==> src/rtl/repl_pkg.sv <==
// repl_pkg: shared types and helpers for victim allocation / replacement.
//   victim_state_t : miss-handling FSM states
//   inv_sel_t      : {found, way} result of the invalid-way search
//   assoc_legal()  : only 2- and 4-way sets match the PLRU generator
//   first_invalid(): lowest-numbered invalid way
//   onehot()       : way number to one-hot way mask
package repl_pkg;

  localparam int MAX_WAYS  = 4;
  localparam int MAX_WAY_W = 2;

  typedef enum logic [2:0] {
    ST_IDLE,
    ST_LOOKUP,
    ST_CHOOSE,
    ST_WB,
    ST_REFILL,
    ST_UPDATE
  } victim_state_t;

  typedef struct packed {
    logic                 found;
    logic [MAX_WAY_W-1:0] way;
  } inv_sel_t;

  function automatic bit assoc_legal(input int n);
    return (n == 2) || (n == 4);
  endfunction

  // Scan high to low so the last hit written is the lowest invalid way.
  function automatic inv_sel_t first_invalid(input logic [MAX_WAYS-1:0] valid);
    inv_sel_t r;
    r = '0;
    for (int i = MAX_WAYS - 1; i >= 0; i--) begin
      if (!valid[i]) begin
        r.found = 1'b1;
        r.way   = MAX_WAY_W'(i);
      end
    end
    return r;
  endfunction

  function automatic logic [MAX_WAYS-1:0] onehot(input logic [MAX_WAY_W-1:0] way);
    logic [MAX_WAYS-1:0] r;
    r      = '0;
    r[way] = 1'b1;
    return r;
  endfunction

endpackage

==> src/rtl/victim_alloc_ctrl_if.sv <==
// victim_alloc_ctrl_if: pipeline, tag RAM, PLRU and bus signals of the
// miss-handling controller.
//   master : controller side (drives requests, strobes, completion)
//   slave  : environment side (pipeline, tag RAM, PLRU generator, bus)
interface victim_alloc_ctrl_if #(
  parameter int SET_ASSOC   = 4,
  parameter int INDEX_WIDTH = 7,
  parameter int WAY_WIDTH   = $clog2(SET_ASSOC)
);
  // pipeline
  logic                   miss_req;
  logic [INDEX_WIDTH-1:0] miss_index;
  logic                   miss_ready;
  logic                   done;
  logic [WAY_WIDTH-1:0]   done_way;
  // tag/valid/dirty RAM
  logic                   tag_rd;
  logic [INDEX_WIDTH-1:0] tag_rd_index;
  logic [SET_ASSOC-1:0]   way_valid;
  logic [SET_ASSOC-1:0]   way_dirty;
  // PLRU generator
  logic [INDEX_WIDTH-1:0] plru_index;
  logic [WAY_WIDTH-1:0]   plru_repl_index;
  logic [SET_ASSOC-1:0]   plru_access;
  logic                   plru_update;
  // bus
  logic                   wb_req;
  logic [WAY_WIDTH-1:0]   wb_way;
  logic [INDEX_WIDTH-1:0] wb_index;
  logic                   wb_ack;
  logic                   refill_req;
  logic [WAY_WIDTH-1:0]   refill_way;
  logic [INDEX_WIDTH-1:0] refill_index;
  logic                   refill_done;

  modport master (
    input  miss_req, miss_index, way_valid, way_dirty, plru_repl_index,
           wb_ack, refill_done,
    output miss_ready, done, done_way, tag_rd, tag_rd_index, plru_index,
           plru_access, plru_update, wb_req, wb_way, wb_index,
           refill_req, refill_way, refill_index
  );

  modport slave (
    output miss_req, miss_index, way_valid, way_dirty, plru_repl_index,
           wb_ack, refill_done,
    input  miss_ready, done, done_way, tag_rd, tag_rd_index, plru_index,
           plru_access, plru_update, wb_req, wb_way, wb_index,
           refill_req, refill_way, refill_index
  );
endinterface

==> src/rtl/victim_alloc_ctrl_select.sv <==
// victim_select: combinational victim choice.
//   valid_i       : per-way valid bits of the set
//   plru_way_i    : way proposed by the PLRU generator
//   victim_o      : lowest invalid way if any, else plru_way_i
//   any_invalid_o : at least one way is invalid
module victim_select
  import repl_pkg::*;
#(
  parameter int SET_ASSOC = 4,
  parameter int WAY_WIDTH = $clog2(SET_ASSOC)
) (
  input  logic [SET_ASSOC-1:0] valid_i,
  input  logic [WAY_WIDTH-1:0] plru_way_i,
  output logic [WAY_WIDTH-1:0] victim_o,
  output logic                 any_invalid_o
);

  logic [MAX_WAYS-1:0] valid_pad;
  inv_sel_t            sel;

  // Ways beyond SET_ASSOC are padded valid so they are never picked.
  always_comb begin
    valid_pad                  = '1;
    valid_pad[SET_ASSOC-1:0]   = valid_i;
    sel                        = first_invalid(valid_pad);
    any_invalid_o              = sel.found;
    victim_o                   = sel.found ? sel.way[WAY_WIDTH-1:0] : plru_way_i;
  end

endmodule

==> src/rtl/victim_alloc_ctrl.sv <==
// victim_alloc_ctrl: one-at-a-time miss handler.
// Accept miss -> read set valid/dirty -> choose victim -> optional
// writeback -> refill -> PLRU update + done pulse.
//   clk, rst_n : clock, asynchronous active-low reset
//   bus        : victim_alloc_ctrl_if.master (pipeline, tag RAM, PLRU, bus)
module victim_alloc_ctrl
  import repl_pkg::*;
#(
  parameter int SET_ASSOC   = 4,
  parameter int INDEX_WIDTH = 7,
  parameter int WAY_WIDTH   = $clog2(SET_ASSOC)
) (
  input  logic                 clk,
  input  logic                 rst_n,
  victim_alloc_ctrl_if.master  bus
);

  if (!assoc_legal(SET_ASSOC)) begin : g_bad_assoc
    $error("victim_alloc_ctrl: SET_ASSOC must be 2 or 4");
  end

  victim_state_t          state_q, state_d;
  logic [INDEX_WIDTH-1:0] idx_q, idx_d;
  logic [SET_ASSOC-1:0]   valid_q, valid_d;
  logic [SET_ASSOC-1:0]   dirty_q, dirty_d;
  logic [WAY_WIDTH-1:0]   victim_q, victim_d;
  logic [WAY_WIDTH-1:0]   sel_way;
  logic                   sel_any_invalid;
  logic                   victim_dirty;
  logic                   idle;
  logic [MAX_WAYS-1:0]    victim_oh;

  victim_select #(
    .SET_ASSOC (SET_ASSOC),
    .WAY_WIDTH (WAY_WIDTH)
  ) u_sel (
    .valid_i       (valid_q),
    .plru_way_i    (bus.plru_repl_index),
    .victim_o      (sel_way),
    .any_invalid_o (sel_any_invalid)
  );

  // A PLRU victim is only chosen when every way is valid, so dirty alone
  // decides; an invalid victim never needs a writeback.
  assign victim_dirty = !sel_any_invalid && dirty_q[sel_way];

  always_ff @(posedge clk or negedge rst_n) begin
    if (!rst_n) begin
      state_q  <= ST_IDLE;
      idx_q    <= '0;
      valid_q  <= '0;
      dirty_q  <= '0;
      victim_q <= '0;
    end else begin
      state_q  <= state_d;
      idx_q    <= idx_d;
      valid_q  <= valid_d;
      dirty_q  <= dirty_d;
      victim_q <= victim_d;
    end
  end

  always_comb begin
    state_d  = state_q;
    idx_d    = idx_q;
    valid_d  = valid_q;
    dirty_d  = dirty_q;
    victim_d = victim_q;
    case (state_q)
      ST_IDLE: begin
        if (bus.miss_req) begin
          idx_d   = bus.miss_index;
          state_d = ST_LOOKUP;
        end
      end
      ST_LOOKUP: begin
        // RAM data answers the tag_rd issued in the accept cycle.
        valid_d = bus.way_valid;
        dirty_d = bus.way_dirty;
        state_d = ST_CHOOSE;
      end
      ST_CHOOSE: begin
        victim_d = sel_way;
        state_d  = victim_dirty ? ST_WB : ST_REFILL;
      end
      ST_WB: begin
        // refill_done is deliberately not looked at here.
        if (bus.wb_ack) state_d = ST_REFILL;
      end
      ST_REFILL: begin
        if (bus.refill_done) state_d = ST_UPDATE;
      end
      ST_UPDATE: state_d = ST_IDLE;
      default:   state_d = ST_IDLE;
    endcase
  end

  assign idle      = (state_q == ST_IDLE);
  assign victim_oh = onehot(MAX_WAY_W'(victim_q));

  assign bus.miss_ready   = idle;
  assign bus.tag_rd       = idle && bus.miss_req;
  // Index is live in the accept cycle, then the captured copy is held.
  assign bus.tag_rd_index = idle ? bus.miss_index : idx_q;
  assign bus.plru_index   = idle ? bus.miss_index : idx_q;

  assign bus.wb_req       = (state_q == ST_WB);
  assign bus.wb_way       = victim_q;
  assign bus.wb_index     = idx_q;

  assign bus.refill_req   = (state_q == ST_REFILL);
  assign bus.refill_way   = victim_q;
  assign bus.refill_index = idx_q;

  assign bus.plru_update  = (state_q == ST_UPDATE);
  assign bus.plru_access  = (state_q == ST_UPDATE) ? victim_oh[SET_ASSOC-1:0] : '0;
  assign bus.done         = (state_q == ST_UPDATE);
  assign bus.done_way     = victim_q;

endmodule

==> src/flat_wrapper.sv <==
// flat-port wrapper written by rule: the top's interface ports become plain ports
module victim_alloc_ctrl_flat import repl_pkg::*;
#(
  parameter int SET_ASSOC   = 4,
  parameter int INDEX_WIDTH = 7,
  parameter int WAY_WIDTH   = $clog2(SET_ASSOC)
)
  (clk, rst_n, bus_miss_req, bus_miss_index, bus_way_valid, bus_way_dirty, bus_plru_repl_index, bus_wb_ack, bus_refill_done, bus_miss_ready, bus_done, bus_done_way, bus_tag_rd, bus_tag_rd_index, bus_plru_index, bus_plru_access, bus_plru_update, bus_wb_req, bus_wb_way, bus_wb_index, bus_refill_req, bus_refill_way, bus_refill_index);
  victim_alloc_ctrl_if #(.SET_ASSOC(SET_ASSOC), .INDEX_WIDTH(INDEX_WIDTH), .WAY_WIDTH(WAY_WIDTH)) bus_i ();
  input  logic clk;
  input  logic rst_n;
  input wire logic [$bits(bus_i.miss_req)-1:0] bus_miss_req;
  input wire logic [$bits(bus_i.miss_index)-1:0] bus_miss_index;
  input wire logic [$bits(bus_i.way_valid)-1:0] bus_way_valid;
  input wire logic [$bits(bus_i.way_dirty)-1:0] bus_way_dirty;
  input wire logic [$bits(bus_i.plru_repl_index)-1:0] bus_plru_repl_index;
  input wire logic [$bits(bus_i.wb_ack)-1:0] bus_wb_ack;
  input wire logic [$bits(bus_i.refill_done)-1:0] bus_refill_done;
  output wire logic [$bits(bus_i.miss_ready)-1:0] bus_miss_ready;
  output wire logic [$bits(bus_i.done)-1:0] bus_done;
  output wire logic [$bits(bus_i.done_way)-1:0] bus_done_way;
  output wire logic [$bits(bus_i.tag_rd)-1:0] bus_tag_rd;
  output wire logic [$bits(bus_i.tag_rd_index)-1:0] bus_tag_rd_index;
  output wire logic [$bits(bus_i.plru_index)-1:0] bus_plru_index;
  output wire logic [$bits(bus_i.plru_access)-1:0] bus_plru_access;
  output wire logic [$bits(bus_i.plru_update)-1:0] bus_plru_update;
  output wire logic [$bits(bus_i.wb_req)-1:0] bus_wb_req;
  output wire logic [$bits(bus_i.wb_way)-1:0] bus_wb_way;
  output wire logic [$bits(bus_i.wb_index)-1:0] bus_wb_index;
  output wire logic [$bits(bus_i.refill_req)-1:0] bus_refill_req;
  output wire logic [$bits(bus_i.refill_way)-1:0] bus_refill_way;
  output wire logic [$bits(bus_i.refill_index)-1:0] bus_refill_index;
  assign bus_i.miss_req = bus_miss_req;
  assign bus_i.miss_index = bus_miss_index;
  assign bus_i.way_valid = bus_way_valid;
  assign bus_i.way_dirty = bus_way_dirty;
  assign bus_i.plru_repl_index = bus_plru_repl_index;
  assign bus_i.wb_ack = bus_wb_ack;
  assign bus_i.refill_done = bus_refill_done;
  assign bus_miss_ready = bus_i.miss_ready;
  assign bus_done = bus_i.done;
  assign bus_done_way = bus_i.done_way;
  assign bus_tag_rd = bus_i.tag_rd;
  assign bus_tag_rd_index = bus_i.tag_rd_index;
  assign bus_plru_index = bus_i.plru_index;
  assign bus_plru_access = bus_i.plru_access;
  assign bus_plru_update = bus_i.plru_update;
  assign bus_wb_req = bus_i.wb_req;
  assign bus_wb_way = bus_i.wb_way;
  assign bus_wb_index = bus_i.wb_index;
  assign bus_refill_req = bus_i.refill_req;
  assign bus_refill_way = bus_i.refill_way;
  assign bus_refill_index = bus_i.refill_index;
  victim_alloc_ctrl #(.SET_ASSOC(SET_ASSOC), .INDEX_WIDTH(INDEX_WIDTH), .WAY_WIDTH(WAY_WIDTH)) u_core (.clk(clk), .rst_n(rst_n), .bus(bus_i));
endmodule
==> config.mk <==
export PLATFORM = sky130hd
export DESIGN_NAME = victim_alloc_ctrl_flat
export DESIGN_NICKNAME = d
export VERILOG_FILES = /design/src/rtl/repl_pkg.sv /design/src/rtl/victim_alloc_ctrl_if.sv /design/src/rtl/victim_alloc_ctrl_select.sv /design/src/rtl/victim_alloc_ctrl.sv /design/src/flat_wrapper.sv
export SDC_FILE = /design/constraint.sdc
export NUM_CORES = 1
export LEC_CHECK = 0
export CAP_MARGIN = 25
export CORE_MARGIN = 3
export CORE_UTILIZATION = 42
export CTS_CLUSTER_SIZE = 20
export DETAILED_ROUTE_END_ITERATION = 16
export GPL_ROUTABILITY_DRIVEN = 0
export PLACE_DENSITY = 0.86
export SYNTH_ARGS = -nofsm -noshare
export SYNTH_HDL_FRONTEND = slang
export SYNTH_HIERARCHICAL = 1
export SYNTH_SLANG_ARGS = --single-unit
==> constraint.sdc <==
create_clock -name clk -period 3.8 [get_ports clk]
set_input_delay 1.14 -clock clk [delete_from_list [all_inputs] [get_ports clk]]
set_output_delay 1.14 -clock clk [all_outputs]
set_load 0.02 [all_outputs]
After elaboration in Yosys (flattened, before gate mapping)
Cells that the tools add are included.
- flip-flop bits (word level): 20
- bits in latches: 0
- bits in writable memories: 0
- ROM bits: 0
- bits of input ports: 22
- output and inout port bits: 44
- logic and storage cells: 39
- memories: 0
- add/sub/neg operators: 0
- $mul: 0
- div/mod/pow operators: 0
- magnitude comparators: 3
- eq/ne operators: 8
- shift-type cells: 0
- muxes and demuxes: 16
- bitwise gates (word level): 0
- reduce and logical (&&, ||, !) cells: 7
- operators with widths (operator ; count):
    $mux 3 ; 8
    $pmux 3 s5 ; 1
    $mux 7 ; 1
    $eq 3x2->1 const B ; 2
    $eq 3x3->1 const B ; 2
    $lt 2x3->1 const B ; 2
    $ne 2x2->1 const B ; 3
    $mux 4 ; 1
    $eq 3x1->1 const B ; 1
    $logic_and 1x1->1 ; 3
    $logic_not 3->1 ; 1
    $reduce_and 3->1 ; 1
    $bmux 1 s2 ; 1
    $demux 1 s2 ; 1
    $ge 2x1->1 const B ; 1
    $mux 1 ; 2
    $mux 2 ; 1
    $reduce_and 2->1 ; 1
    $logic_not 1->1 ; 1

Longest topological paths before layout
Gate-level depths: netlist (run 1).
- word-level depth: 10
- mapped depth: 5
- depth with buffers taken out: 5

By module
The synthesis (run 1) kept the hierarchy.
- by module, submodules not included (module ; instances ; cells each ; area each (sq um) ; seq. area each (sq um)):
    victim_alloc_ctrl ; 1 ; 96 ; 1183.6 ; 500.5
    victim_select ; 1 ; 7 ; 38.8 ; 0.0

Worst setup path before layout (run 1)
OpenSTA, ideal clock, no wires.
- path type: reg-to-output
- from: register u_core.state_q[0]
- to: output bus_tag_rd_index[0]
- arrival time: 1.768 ns
- data required time: 2.660 ns
- setup slack: 0.892 ns
- stages on the path, launching flop included: 5
- cells stage by stage: dfrtp_1 buf_4 nor3_2 mux2_2 buf_4
- longest elaborated chain between the ends: 2
- RTL lines (what ; line ; text):
    start, declared ; victim_alloc_ctrl.sv:22 ; victim_state_t state_q, state_d;
    start signal, assigned ; victim_alloc_ctrl.sv:55 ; state_q <= state_d;
    $logic_not 3->1 ; victim_alloc_ctrl.sv:98 ; assign idle = (state_q == ST_IDLE);
    via bus_miss_ready ; flat_wrapper.sv:19 ; output wire logic [$bits(bus_i.miss_ready)-1:0] bus_miss_ready;
    $mux 7 ; n/a ;
    end, declared ; flat_wrapper.sv:23 ; output wire logic [$bits(bus_i.tag_rd_index)-1:0] bus_tag_rd_index;
The timed path passes the listed nets, and every way through them passes these cells.

Final worst setup path (run 1)
- from: input bus_miss_req
- to: output bus_tag_rd
- longest elaborated chain between the ends: 1
- RTL lines (what ; line ; text):
    start, declared ; flat_wrapper.sv:12 ; input wire logic [$bits(bus_i.miss_req)-1:0] bus_miss_req;
    $logic_and 1x1->1 ; victim_alloc_ctrl.sv:102 ; assign bus.tag_rd = idle && bus.miss_req;
    end, declared ; flat_wrapper.sv:22 ; output wire logic [$bits(bus_i.tag_rd)-1:0] bus_tag_rd;
No other way between the ends.

==> reports/results.txt, run 1 <==
Final hold vios: 0
Area grow syn2layout: 45.75%
Final setup fails: 0
Cell Pwr Density: 1006 mW/mm2
Drt pass-1 iters: 4
Status: finished, final reports clean
DRC violation count after routing: 0
Die Y: 59.95 um
Post-CTS Setup Bufs: 0
WP data arrival: 2.51 ns
Post-Route WL: 2971 um
Fmax: 274.0 MHz
Max stage delay on crit path: 0.67 ns
GRT Total Usage: 18.03%
CTS tree: built
Vias after detailed routing: 952
CP max FO: 2
DR WL/cell: 16.41 um
IR drop worst, VDD: 1.032 mV
Num ports: 66
Die Width: 59.95 um
Worst-Skew Late Latency: 0.30 ns
Diodes inserted: 0
RSZ-0062 raised after global routing: no
Die area: 0.003594 mm2
Hold Crit Class: flop to flop
CP Cell Sequence: clkdlybuf4s50_1 -> nor4b_4 -> clkdlybuf4s50_1
Post-CTS Hold Fix Bufs: 0
Setup TNS: 0 ns
Prevailing post-synth register cell: dfrtp_1
TritonCTS Buffers: 3
Tmin final: 3.649 ns
R2R Setup Slk: 1.97 ns
Max stage delay cell, worst path: clkdlybuf4s50_1
CTS H-tree lvls: 1
EDFF count, synth: 0
Syn_nets: 125
Sequential element share of the synthesized area: 40.94%
Mapped Cells: 103
Dpl hpwl: 2392 um
Most frequent cells in the layout: 65 x clkdlybuf4s50_1, 24 x mux2_2, 20 x dfrtp_1
Final period utilization: 96.04%
Max-cap viol count: 0
Post-synthesis register bit count: 20
Commonest non-fill, non-tap cell in the layout: clkdlybuf4s50_1
Clk buf depth: 2
Sink Count: 20
Critical Path RT: 2.66 ns
# rows: 18
Initial antenna violation count: 0
Final core occ: 68.20%
Mapped Avg Cell Area: 11.87 um2
Nets@finish: 174
Slew HR: 39.44%
Clk_skew: 0.009105 ns
Pwr Total: 1.793 mW
Core Area: 0.002613 mm2
Post-CTS Resized: 0
# fillers: 216
Global-route wire length before repair: 4947 um
IO buf count: 65
Clock Pin Slew Worst Setup and Hold Paths: 0.11 ns
Count of cell types in the netlist: 28
Critical path type: primary input to primary output
Vias/cell: 5.260
Asr flop ratio synth: 100.0%
Clk root buf: clkbuf_4
Post-synthesis cell area: 0.001222 mm2
Fraction of layout cells with a size suffix above 1: 23.84%
Worst Setup Start Kind: primary input
DRT iter0 DRCs: 27
Leakage: 0.7202 nW
Routed Antenna Nets: 0
Slew Viols, Final: 0
Total grt overflow: 0
Largest net degree at the start of global routing: 21
CP Capture Type: primary output
Initial Util: 46.79%
Slew @ Worst Pin: 0.9056 ns
Ys Warns: 6
Vias in the first global route: 1025
Cell repeated most along the worst path: clkdlybuf4s50_1
==> metal layers <==
metal	share of wire (%)	global-route usage [%]	routed length, um	up-vias
met5	0	0	0	-
li1	-	-	-	445
met3	4.9	3.456	145	2
met2	55	32.25	1641	24
met1	39	22.73	1172	481
met4	0.40	2.848	12	0
==> Yosys cell counts (2+ instances only) <==
cell	count	area, um2
buf_6	2	22.52
or3b_2	2	17.52
nor2_1	2	7.510
mux2_2	24	270.3
nand3b_1	2	15.01
nand2_1	4	15.01
mux2i_1	2	20.02
inv_1	4	15.01
buf_4	20	150.1
dfrtp_1	20	500.5
nor3_1	2	10.01
and3_1	2	12.51
nand2b_1	2	12.51
==> cells by family after synthesis <==
group,after synthesis,synth area share [%]
buffers and inverters,26,15.35
flip-flops,20,40.94
AO/OA/AOI/OAI,7,4.606
multiplexers,27,25.59
AND/OR/NAND/NOR,23,13.51
==> report_power, final <==
| group | switching [mW] | internal [mW] |
|---|---|---|
| sequential | 0.143 | 0.319 |
| clock | 0.0653 | 0.0584 |
| combinational | 0.564 | 0.644 |
| total | 0.772 | 1.02 |
==> cell type report <==
type	count	area [um2]	area share [%]
Inverter	4	15.01	0.8427
Tap cell	30	37.54	2.107
Clock buffer	4	36.28	2.037
Timing Repair Buffer	66	658.1	36.94
Sequential cell	20	500.5	28.09
Multi-Input combinational cell	57	534.3	29.99
==> stage by stage <==
step	area (um2)	hold WS, ns	worst slack [ns]	std cells
finish	1782	0.5608	0.1505	181
global route	1782	0.5865	0.08427	181
floorplan	1222	0.4976	0.8924	103
global placement	1745	0.5121	0.1437	177
detailed placement	1745	0.5396	0.1502	177
CTS	1782	0.5640	0.1381	181
==> path summary, 6_finish.rpt <==
kind,end,start,cells past startpoint
setup / recovery,bus_tag_rd,bus_miss_req,3
hold / removal,u_core/dirty_q[0],u_core/dirty_q[0],1
setup reg to reg,u_core/state_q[0],u_core/valid_q[1],5
hold reg to reg,u_core/dirty_q[0],u_core/dirty_q[0],1
max in group asynchronous,u_core/bus.refill_index[1],rst_n,1
min in group asynchronous,u_core/bus.done_way[0],rst_n,1
==> state kept, by name (all words and copies together), names as in the netlist <==
register,cells
u_core/state_q,3
u_core/dirty_q,4
u_core/valid_q,4
u_core/bus.refill_index,7
u_core/bus.done_way,2
==> worst max-delay path: cells and delay by family <==
| family | cells | cell delay (ns) |
|---|---|---|
| simple gates | 1 | 0.22 |
| buf+inv | 2 | 1.14 |
Note: power is estimated with default switching activity, not from simulation.
==> run 2: changes to the inputs <==
Settings changed: MAX_ROUTING_LAYER set to met4.
==> reports/results.txt, run 2 (synthesized netlist as in run 1, its figures left out) <==
Num ports: 66 (unchanged)
CTS tree: built
Total grt overflow: 0 (unchanged)
# rows: 18 (unchanged)
Post-CTS Setup Bufs: 0 (unchanged)
Core Area: 0.002613 mm2 (unchanged)
Vias after detailed routing: 952 (unchanged)
Layout Cells excl Fill: 181 (unchanged)
Multi-input logic area: 534.3 um2 (unchanged)
Leakage: 0.7202 nW (unchanged)
Setup TNS: 0 ns (unchanged)
Die area: 0.003594 mm2 (unchanged)
Vias in the first global route: 1023 (-0.20%)
TritonCTS Buffers: 3 (unchanged)
Max reg flops: 7 (unchanged)
Routed Antenna Nets: 0 (unchanged)
Clock Pin Slew Worst Setup and Hold Paths: 0.11 ns (about the same)
Slew Viols, Final: 0 (unchanged)
Dpl hpwl: 2392 um (unchanged)
Fraction of layout cells with a size suffix above 1: 23.84% (unchanged)
Global-route wire length before repair: 4947 um (unchanged)
Drt pass-1 iters: 4 (unchanged)
Crit path from: bus_miss_req
DRC violation count after routing: 0 (unchanged)
Max stage delay on crit path: 0.67 ns (about the same)
WHS Path Cells: 1 (unchanged)
Most frequent cells in the layout: 65 x clkdlybuf4s50_1, 24 x mux2_2, 20 x dfrtp_1
Worst Setup Start Kind: primary input
Clk buf depth: 2 (unchanged)
Commonest non-fill, non-tap cell in the layout: clkdlybuf4s50_1
Critical Path RT: 2.66 ns (about the same)
R2R depth: 5 (unchanged)
Post-CTS Resized: 0 (unchanged)
Clk root buf: clkbuf_4
Status: finished, final reports clean
Cell total after placement: 177 (unchanged)
Largest net degree at the start of global routing: 21 (unchanged)
Cell repeated most along the worst path: clkdlybuf4s50_1
Vias/cell: 5.260 (unchanged)
DR WL/cell: 16.41 um (about the same)
Seq pwr share: 25.7% (about the same)
CTS H-tree lvls: 1 (unchanged)
Tmin final: 3.650 ns (+0.00008400 ns)
Area grow syn2layout: 45.75% (unchanged)
Hold path startpoint: u_core/dirty_q[0]
Nets@finish: 174 (unchanged)
Slew @ Worst Pin: 0.9050 ns (-0.0005471 ns)
# fillers: 216 (unchanged)
Max stage delay cell, worst path: clkdlybuf4s50_1
Switching share of power: 43.07% (about the same)
Sw Pwr: 0.7723 mW (about the same)
Final worst slack: 0.1504 ns (-0.00008400 ns)
Clock power share: 6.9% (about the same)
CP Capture Type: primary output
Pint: 1.021 mW (about the same)
Cell Pwr Density: 1006 mW/mm2 (about the same)
GRT Total Usage: 18.56% (+0.52 points)
Post-CTS Hold Fix Bufs: 0 (unchanged)
Clk_skew: 0.009365 ns (+0.0002594 ns)
Final setup fails: 0 (unchanged)
IR drop worst, VDD: 1.031 mV (about the same)
Slew HR: 39.48% (about the same)
RSZ-0062 raised after global routing: no
Register Area: 500.5 um2 (unchanged)
Die Y: 59.95 um (unchanged)
Diodes inserted: 0 (unchanged)
Final hold vios: 0 (unchanged)
IO buf count: 65 (unchanged)
Hold Crit Class: flop to flop
Final core occ: 68.20% (unchanged)
Post-Route WL: 2970 um (about the same)
Comb power frac: 67.4% (about the same)
Initial Util: 46.79% (unchanged)
Setup WS pre-CTS: 0.1502 ns (unchanged)
Sink Count: 20 (unchanged)
CP Cell Sequence: clkdlybuf4s50_1 -> nor4b_4 -> clkdlybuf4s50_1
Die Width: 59.95 um (unchanged)
Initial antenna violation count: 0 (unchanged)
Max-cap viol count: 0 (unchanged)
CP max FO: 2 (unchanged)
WP data arrival: 2.51 ns (about the same)
Origin of the critical flop-to-flop path: u_core/valid_q[1]
Fmax: 274.0 MHz (about the same)
Final period utilization: 96.04% (about the same)
Worst-Skew Late Latency: 0.30 ns (about the same)
DRT iter0 DRCs: 27 (unchanged)
Critical path type: primary input to primary output
-- run 2: final cells by class --
type                    count  share of cell area (%)
inverters                   4                  0.8427
multi-input cells          57                   29.99
flip-flops and latches     20                   28.09
clock buffers               4                   2.037
well taps                  30                   2.107
repair buffers             66                   36.94
-- run 2: critical path: cells and delay by family --
family | cells | cell delay (ns)
AND/OR/NAND/NOR | 1 | 0.22
buffers and inverters | 2 | 1.14
-- run 2: worst paths after layout --
| check | slack (ns) | endpoint |
|---|---|---|
| setup / recovery | 0.15 | bus_tag_rd |
| hold / removal | 0.56 | u_core/dirty_q[0] |
| setup reg to reg | 1.97 | u_core/state_q[0] |
| hold reg to reg | 0.56 | u_core/dirty_q[0] |
| max in group asynchronous | 1.90 | u_core/bus.refill_index[1] |
| min in group asynchronous | 1.34 | u_core/bus.done_way[0] |
-- run 2: power groups by stage --
stage	sequential, mW	clock, mW	combinational, mW
after floorplan	0.465	0	0.808
after global placement	0.450	0	1.19
after detailed placement	0.466	0	1.22
after CTS	0.463	0.126	1.22
after global routing	0.487	0.141	1.27
final	0.462	0.124	1.21
-- run 2: stage by stage --
stage                     hold WS [ns]  instance area, um2  total power, mW
after floorplan                 0.4976                1222            1.273
after global placement          0.5121                1745            1.640
after detailed placement        0.5396                1745            1.682
after CTS                       0.5640                1782            1.810
after global routing            0.5865                1782            1.898
final                           0.5625                1782            1.793
-- run 2: routing by layer --
layer,up-vias,global-route usage (%),part of all wire [%]
met5,-,-,0
met2,24,32.41,55
met4,0,2.848,0.40
li1,445,-,-
met3,2,3.456,4.9
met1,481,22.60,39
